`config.mk`:
```
export PLATFORM = sky130hd
export DESIGN_NAME = rpc2_ctrl_cs_timing_gen
export DESIGN_NICKNAME = d
export VERILOG_FILES = /design/src/rtl/rpc2_ctrl_cs_timing_gen.sv
export SDC_FILE = /design/constraint.sdc
export NUM_CORES = 1
export LEC_CHECK = 0
export ABC_AREA = 1
export CAP_MARGIN = 10
export CORE_MARGIN = 1.5
export CORE_UTILIZATION = 37
export CTS_BUF_LIST = sky130_fd_sc_hd__clkbuf_8 sky130_fd_sc_hd__clkbuf_16
export DETAILED_ROUTE_END_ITERATION = 7
export PLACE_DENSITY = 0.83
export SETUP_SLACK_MARGIN = 0.2
export SLEW_MARGIN = 20
export SYNTH_ARGS = -nofsm -noshare
export SYNTH_HDL_FRONTEND = slang
export SYNTH_SLANG_ARGS = --single-unit
export TNS_END_PERCENT = 5
```
`constraint.sdc`:
```
create_clock -name clk -period 1.6 [get_ports clk]
set_input_delay 0.32 -clock clk [delete_from_list [all_inputs] [get_ports clk]]
set_output_delay 0.32 -clock clk [all_outputs]
set_load 0.1 [all_outputs]
```
`src/rtl/rpc2_ctrl_cs_timing_gen.sv`:
```
// rpc2_ctrl_cs_timing_gen
//
// Memory-clock-domain chip-select sequencer. For each accepted request it
// asserts the selected CS#, then runs the phases
// SETUP -> ACTIVE (data phase) -> HOLD -> RECOVER, and returns to IDLE.
// The timing fields come from the double-flopped memclk synchronizer stage.
// They are snapshotted on acceptance, so register changes made during a
// transaction do not affect it.
//
// Optional feature (macro RPC2_CS_TIMEOUT_EN):
//   Adds a data-phase watchdog. When ACTIVE lasts TIMEOUT_CYCLES cycles
//   without xfer_done, the FSM is forced into HOLD and timeout_err pulses.
//   When the macro is undefined, timeout_err is tied to 0.
//
// Ports:
//   clk, reset_n          memory clock, synchronous active-low reset
//   req_valid/req_ready   request handshake; req_ready is high only in IDLE
//   req_wr, req_sel       timing set select (write/read) and target device
//   reg_{rd,wr}_{css,csh,cshi}{0,1}
//                         4-bit CS setup / hold / high times per device
//   xfer_done             data engine finished (only looked at in ACTIVE)
//   cs0_n, cs1_n          registered chip selects, active low
//   data_phase            high throughout ACTIVE
//   phase_start           one-cycle pulse on the first ACTIVE cycle
//   busy                  high whenever the FSM is not in IDLE
//   timeout_err           one-cycle pulse on watchdog expiry

module rpc2_ctrl_cs_timing_gen #(
    parameter int unsigned TO_W           = 16,
    parameter int unsigned TIMEOUT_CYCLES = 1024
) (
    input  logic       clk,
    input  logic       reset_n,
    input  logic       req_valid,
    output logic       req_ready,
    input  logic       req_wr,
    input  logic       req_sel,
    input  logic [3:0] reg_rd_css0,
    input  logic [3:0] reg_rd_css1,
    input  logic [3:0] reg_rd_csh0,
    input  logic [3:0] reg_rd_csh1,
    input  logic [3:0] reg_rd_cshi0,
    input  logic [3:0] reg_rd_cshi1,
    input  logic [3:0] reg_wr_css0,
    input  logic [3:0] reg_wr_css1,
    input  logic [3:0] reg_wr_csh0,
    input  logic [3:0] reg_wr_csh1,
    input  logic [3:0] reg_wr_cshi0,
    input  logic [3:0] reg_wr_cshi1,
    input  logic       xfer_done,
    output logic       cs0_n,
    output logic       cs1_n,
    output logic       data_phase,
    output logic       phase_start,
    output logic       busy,
    output logic       timeout_err
);

    typedef enum logic [2:0] {
        S_IDLE,
        S_SETUP,
        S_ACTIVE,
        S_HOLD,
        S_RECOVER
    } state_t;

    state_t     state;
    logic [3:0] cnt;
    logic [3:0] csh_q;
    logic [3:0] cshi_q;

    logic [3:0] css_m;
    logic [3:0] csh_m;
    logic [3:0] cshi_m;
    logic       to_hit;

    // Timing set selected by the incoming request.
    always_comb begin
        css_m  = '0;
        csh_m  = '0;
        cshi_m = '0;
        case ({req_wr, req_sel})
            2'b00: begin css_m = reg_rd_css0; csh_m = reg_rd_csh0; cshi_m = reg_rd_cshi0; end
            2'b01: begin css_m = reg_rd_css1; csh_m = reg_rd_csh1; cshi_m = reg_rd_cshi1; end
            2'b10: begin css_m = reg_wr_css0; csh_m = reg_wr_csh0; cshi_m = reg_wr_cshi0; end
            default: begin css_m = reg_wr_css1; csh_m = reg_wr_csh1; cshi_m = reg_wr_cshi1; end
        endcase
    end

`ifdef RPC2_CS_TIMEOUT_EN
    logic [TO_W-1:0] to_cnt;
    assign to_hit = (to_cnt == TO_W'(TIMEOUT_CYCLES - 1));
`else
    assign to_hit = 1'b0;
`endif

    // Outputs are registered from next-state decisions so that each
    // output changes on the same edge as the state transition it belongs to.
    always_ff @(posedge clk) begin
        if (!reset_n) begin
            state       <= S_IDLE;
            cnt         <= '0;
            csh_q       <= '0;
            cshi_q      <= '0;
            cs0_n       <= 1'b1;
            cs1_n       <= 1'b1;
            data_phase  <= 1'b0;
            phase_start <= 1'b0;
            busy        <= 1'b0;
            timeout_err <= 1'b0;
            req_ready   <= 1'b1;
`ifdef RPC2_CS_TIMEOUT_EN
            to_cnt      <= '0;
`endif
        end else begin
            phase_start <= 1'b0;
            timeout_err <= 1'b0;
            case (state)
                S_IDLE: begin
                    if (req_valid && req_ready) begin
                        state     <= S_SETUP;
                        cnt       <= css_m;
                        csh_q     <= csh_m;
                        cshi_q    <= cshi_m;
                        cs0_n     <= req_sel;
                        cs1_n     <= ~req_sel;
                        busy      <= 1'b1;
                        req_ready <= 1'b0;
                    end
                end
                S_SETUP: begin
                    if (cnt == 4'd0) begin
                        state       <= S_ACTIVE;
                        data_phase  <= 1'b1;
                        phase_start <= 1'b1;
`ifdef RPC2_CS_TIMEOUT_EN
                        to_cnt      <= '0;
`endif
                    end else begin
                        cnt <= cnt - 4'd1;
                    end
                end
                S_ACTIVE: begin
                    // xfer_done takes priority over a simultaneous expiry.
                    if (xfer_done || to_hit) begin
                        state       <= S_HOLD;
                        cnt         <= csh_q;
                        data_phase  <= 1'b0;
                        timeout_err <= to_hit & ~xfer_done;
                    end
`ifdef RPC2_CS_TIMEOUT_EN
                    else begin
                        to_cnt <= to_cnt + 1'b1;
                    end
`endif
                end
                S_HOLD: begin
                    if (cnt == 4'd0) begin
                        state <= S_RECOVER;
                        cnt   <= cshi_q;
                        cs0_n <= 1'b1;
                        cs1_n <= 1'b1;
                    end else begin
                        cnt <= cnt - 4'd1;
                    end
                end
                S_RECOVER: begin
                    if (cnt == 4'd0) begin
                        state     <= S_IDLE;
                        busy      <= 1'b0;
                        req_ready <= 1'b1;
                    end else begin
                        cnt <= cnt - 4'd1;
                    end
                end
                default: begin
                    state     <= S_IDLE;
                    cs0_n     <= 1'b1;
                    cs1_n     <= 1'b1;
                    busy      <= 1'b0;
                    req_ready <= 1'b1;
                end
            endcase
        end
    end

endmodule
```
==> flow_metrics.tcl <==
set metrics [dict create \
    yosysUniqueCellTypes 22 \
    ys_ff_latch 21 \
    die_w_um 64.74 \
    synth_area_sq_um 1410 \
    cap_violations 0 \
    synth_common_cells "nand2_1 (100), nor2_1 (28), dfxtp_1 (21), inv_1 (21), o21ai_0 (14)" \
    place_inst 355 \
    cts_tree "built" \
    critPathArrivalTime_ns 1.58 \
    power_frac_seq_pct 25.0 \
    synth_nets 296 \
    hold_violations 0 \
    sw_frac_of_total_pct 47.15 \
    endpoint_kind "register" \
    place_congestion 0.9084 \
    ios 61 \
    clockBufferDepth 2 \
    grt_start_max_net_pins 13 \
    rows 22 \
    crit_type "register to register" \
    final_max_slew_viol_count 0 \
    yosysTopAreaCell "dfxtp_1" \
    post_dp_cell_area_sq_um 2192 \
    synth_edf_count 0 \
    viasPerCell 4.899 \
    dr_total_vias 1803 \
    synth_async_sr_flop_share_pct 0 \
    min_path_type "primary input to register" \
    min_period_ns 1.386 \
    fp.dieH_um 64.74 \
    seq_area_sq_um 429.2 \
    fillCellCount 311 \
    synth_area_leaders "dfxtp_1 (30%), nand2_1 (27%), nor2_1 (7.5%)" \
    powerDensity_nw_per_um2 1435 \
    start_util_pct 38.52 \
    internal_power_uw 1811 \
    instances_no_fill 368 \
    cts_hold_buffers 0 \
    totalWireLength_um 4219 \
    multiInputGateArea_sq_um 937.1 \
    fmax_mhz 721.7 \
    dieArea_sq_um 4191 \
    yosysSeqAreaShare_pct 29.81 \
    route.detailed.drc 0 \
    final_util_pct 65.21 \
    setup_viol 0 \
    core_sq_um 3661 \
    stdcell_area_sq_um 2387 \
    port_buffers 59 \
    p_comb_share_pct 64.9 \
    numCtsBuffers 3 \
    synth_most_common_cell "nand2_1" \
    synth_area_per_cell_sq_um 5.875 \
    vdd_drop_max_uv 573.9 \
    grt_pass1_wl_um 6713 \
    clock-root-buffer "clkbuf_8" \
    layout-drive-gt1-share_pct 19.06 \
    detail-route-antenna-nets 0 \
    diodes 0 \
    skew_ns 0.003445 \
    yosysTopAreaCellShare_pct 29.81 \
    grt_pass1_vias 1609 \
    ys.flop_type "dfxtp_1" \
    leakage_uw 0.001122 \
    rsz0062_at_grt "yes" \
    postSynthCellCount 240 \
    grt.overflow.total 0 \
    firstDrtPassIters 5 \
    critPathMaxFanout 4 \
    cp.required_ns 1.79 \
    clk_latency_ns 0.26 \
    grt_usage_pct 20.16 \
    place_hpwl_um 3229 \
    cts.sinks 21 \
    fin_crit_sh_pct 86.61 \
    pwr-share-clk_pct 10.0 \
    syn2layout_area_growth_pct 69.30 \
    antenna_found_initial 0 \
    p_sw_uw 1615 \
    nets 377 \
    drt_iter0_drc 71 \
    cp-start-kind "register" \
    h-tree-depth 1 \
    wl_per_cell_um 11.46 \
    outcome "complete, no violations" \
    yosysWarnings 0 \
    path_clk_slew_ns 0.08 \
]
[final timing paths]
| kind | from | endpoint | slack, ns | cells after the start |
|---|---|---|---|---|
| setup / recovery | cnt[1] | state[1] | 0.21 | 10 |
| hold / removal | req_sel | cs0_n | 0.44 | 3 |
| hold reg to reg | busy | busy | 0.51 | 2 |
| setup reg to reg | cnt[1] | state[1] | 0.21 | 10 |
[cells in the final DEF, fill, tap and decap left out, types with 2 or more instances in the layout]
cell             instances
nand4_1                  6
dfxtp_2                  4
a41oi_1                  6
nor2_1                  20
a21oi_1                 12
nand2_1                 99
buf_4                   23
clkdlybuf4s50_1         51
dfxtp_1                 16
inv_1                   18
nor2_2                   8
nand3_1                 11
o21ai_0                 14
nand3_2                  3
clkbuf_8                 3
inv_2                    5
buf_12                   6
nand3_4                  2
dlymetal6s2s_1           2
[what timing repair did]
action | in CTS | in global routing
cloned | 0 | 1
buffers inserted | 3 | 5
endpoints found under the setup margin | 10 | 18
pin swaps | 3 | 11
resized for setup | 7 | 22
[worst max-delay path, cell delays in order, from the launching register on]
cell and delay, ns:
dfxtp_2 0.32, inv_2 0.08, ha_4 0.16, nand2_2 0.07, nor2_4 0.14, nor2_2 0.05
nor2_2 0.13, nand3_2 0.12, nand2_1 0.09, nand2_1 0.05, nor2_1 0.10
[registers in the layout, indices dropped and copies added, names as in the netlist]
name         flops
busy             1
cnt              4
cs0_n            1
cs1_n            1
csh_q            4
cshi_q           4
data_phase       1
phase_start      1
req_ready        1
state            3
[cell families after synthesis]
group                      synth area share (%)
AOI/OAI and AO/OA                         12.96
adders and majority gates                 1.774
buffers and inverters                     9.050
and+or+nand+nor                           44.90
xor gates and xnor gates                  1.242
DFF                                       29.81
other                                    0.2659
[power groups by stage]
stage	Combinational, uW	Clock [uW]	Sequential, uW
2_1_floorplan	1000	0	1110
3_3_place_gp	1920	0	838
3_5_place_dp	1950	0	840
4_1_cts	2040	349	836
5_1_grt	2450	374	877
6_report	2220	344	857
[final cells by class]
type	count	share of cell area (%)
timing repair buffer	83	34.91
clock buffer	3	1.730
sequential	21	17.98
multi-input combinational	190	39.26
tap	48	2.516
clock inverter	1	0.1572
inverter	22	3.459
[per-layer routing]
| metal | share of wire (%) | vias to the layer above | routed length, um | GRT usage, % |
|---|---|---|---|---|
| met4 | 2.1 | 0 | 89 | 9.043 |
| met2 | 48 | 84 | 2029 | 33.63 |
| li1 | - | 927 | - | - |
| met3 | 6.7 | 7 | 284 | 2.778 |
| met1 | 43 | 785 | 1815 | 25.66 |
| met5 | 0 | - | 0 | 0 |
[stage by stage]
stage                     setup WS [ns]  power, uW  setup TNS [ns]  hold WS (ns)
after floorplan                  0.2686       2113               0        0.4789
after CTS                        0.1765       3225               0        0.5128
final                            0.2143       3426               0        0.4401
after global placement         -0.06164       2756         -0.1494        0.4964
after detailed placement       -0.07881       2786         -0.4818        0.5027
after global routing            0.09638       3697               0        0.4693
Note: power is estimated with default switching activity, not from simulation.
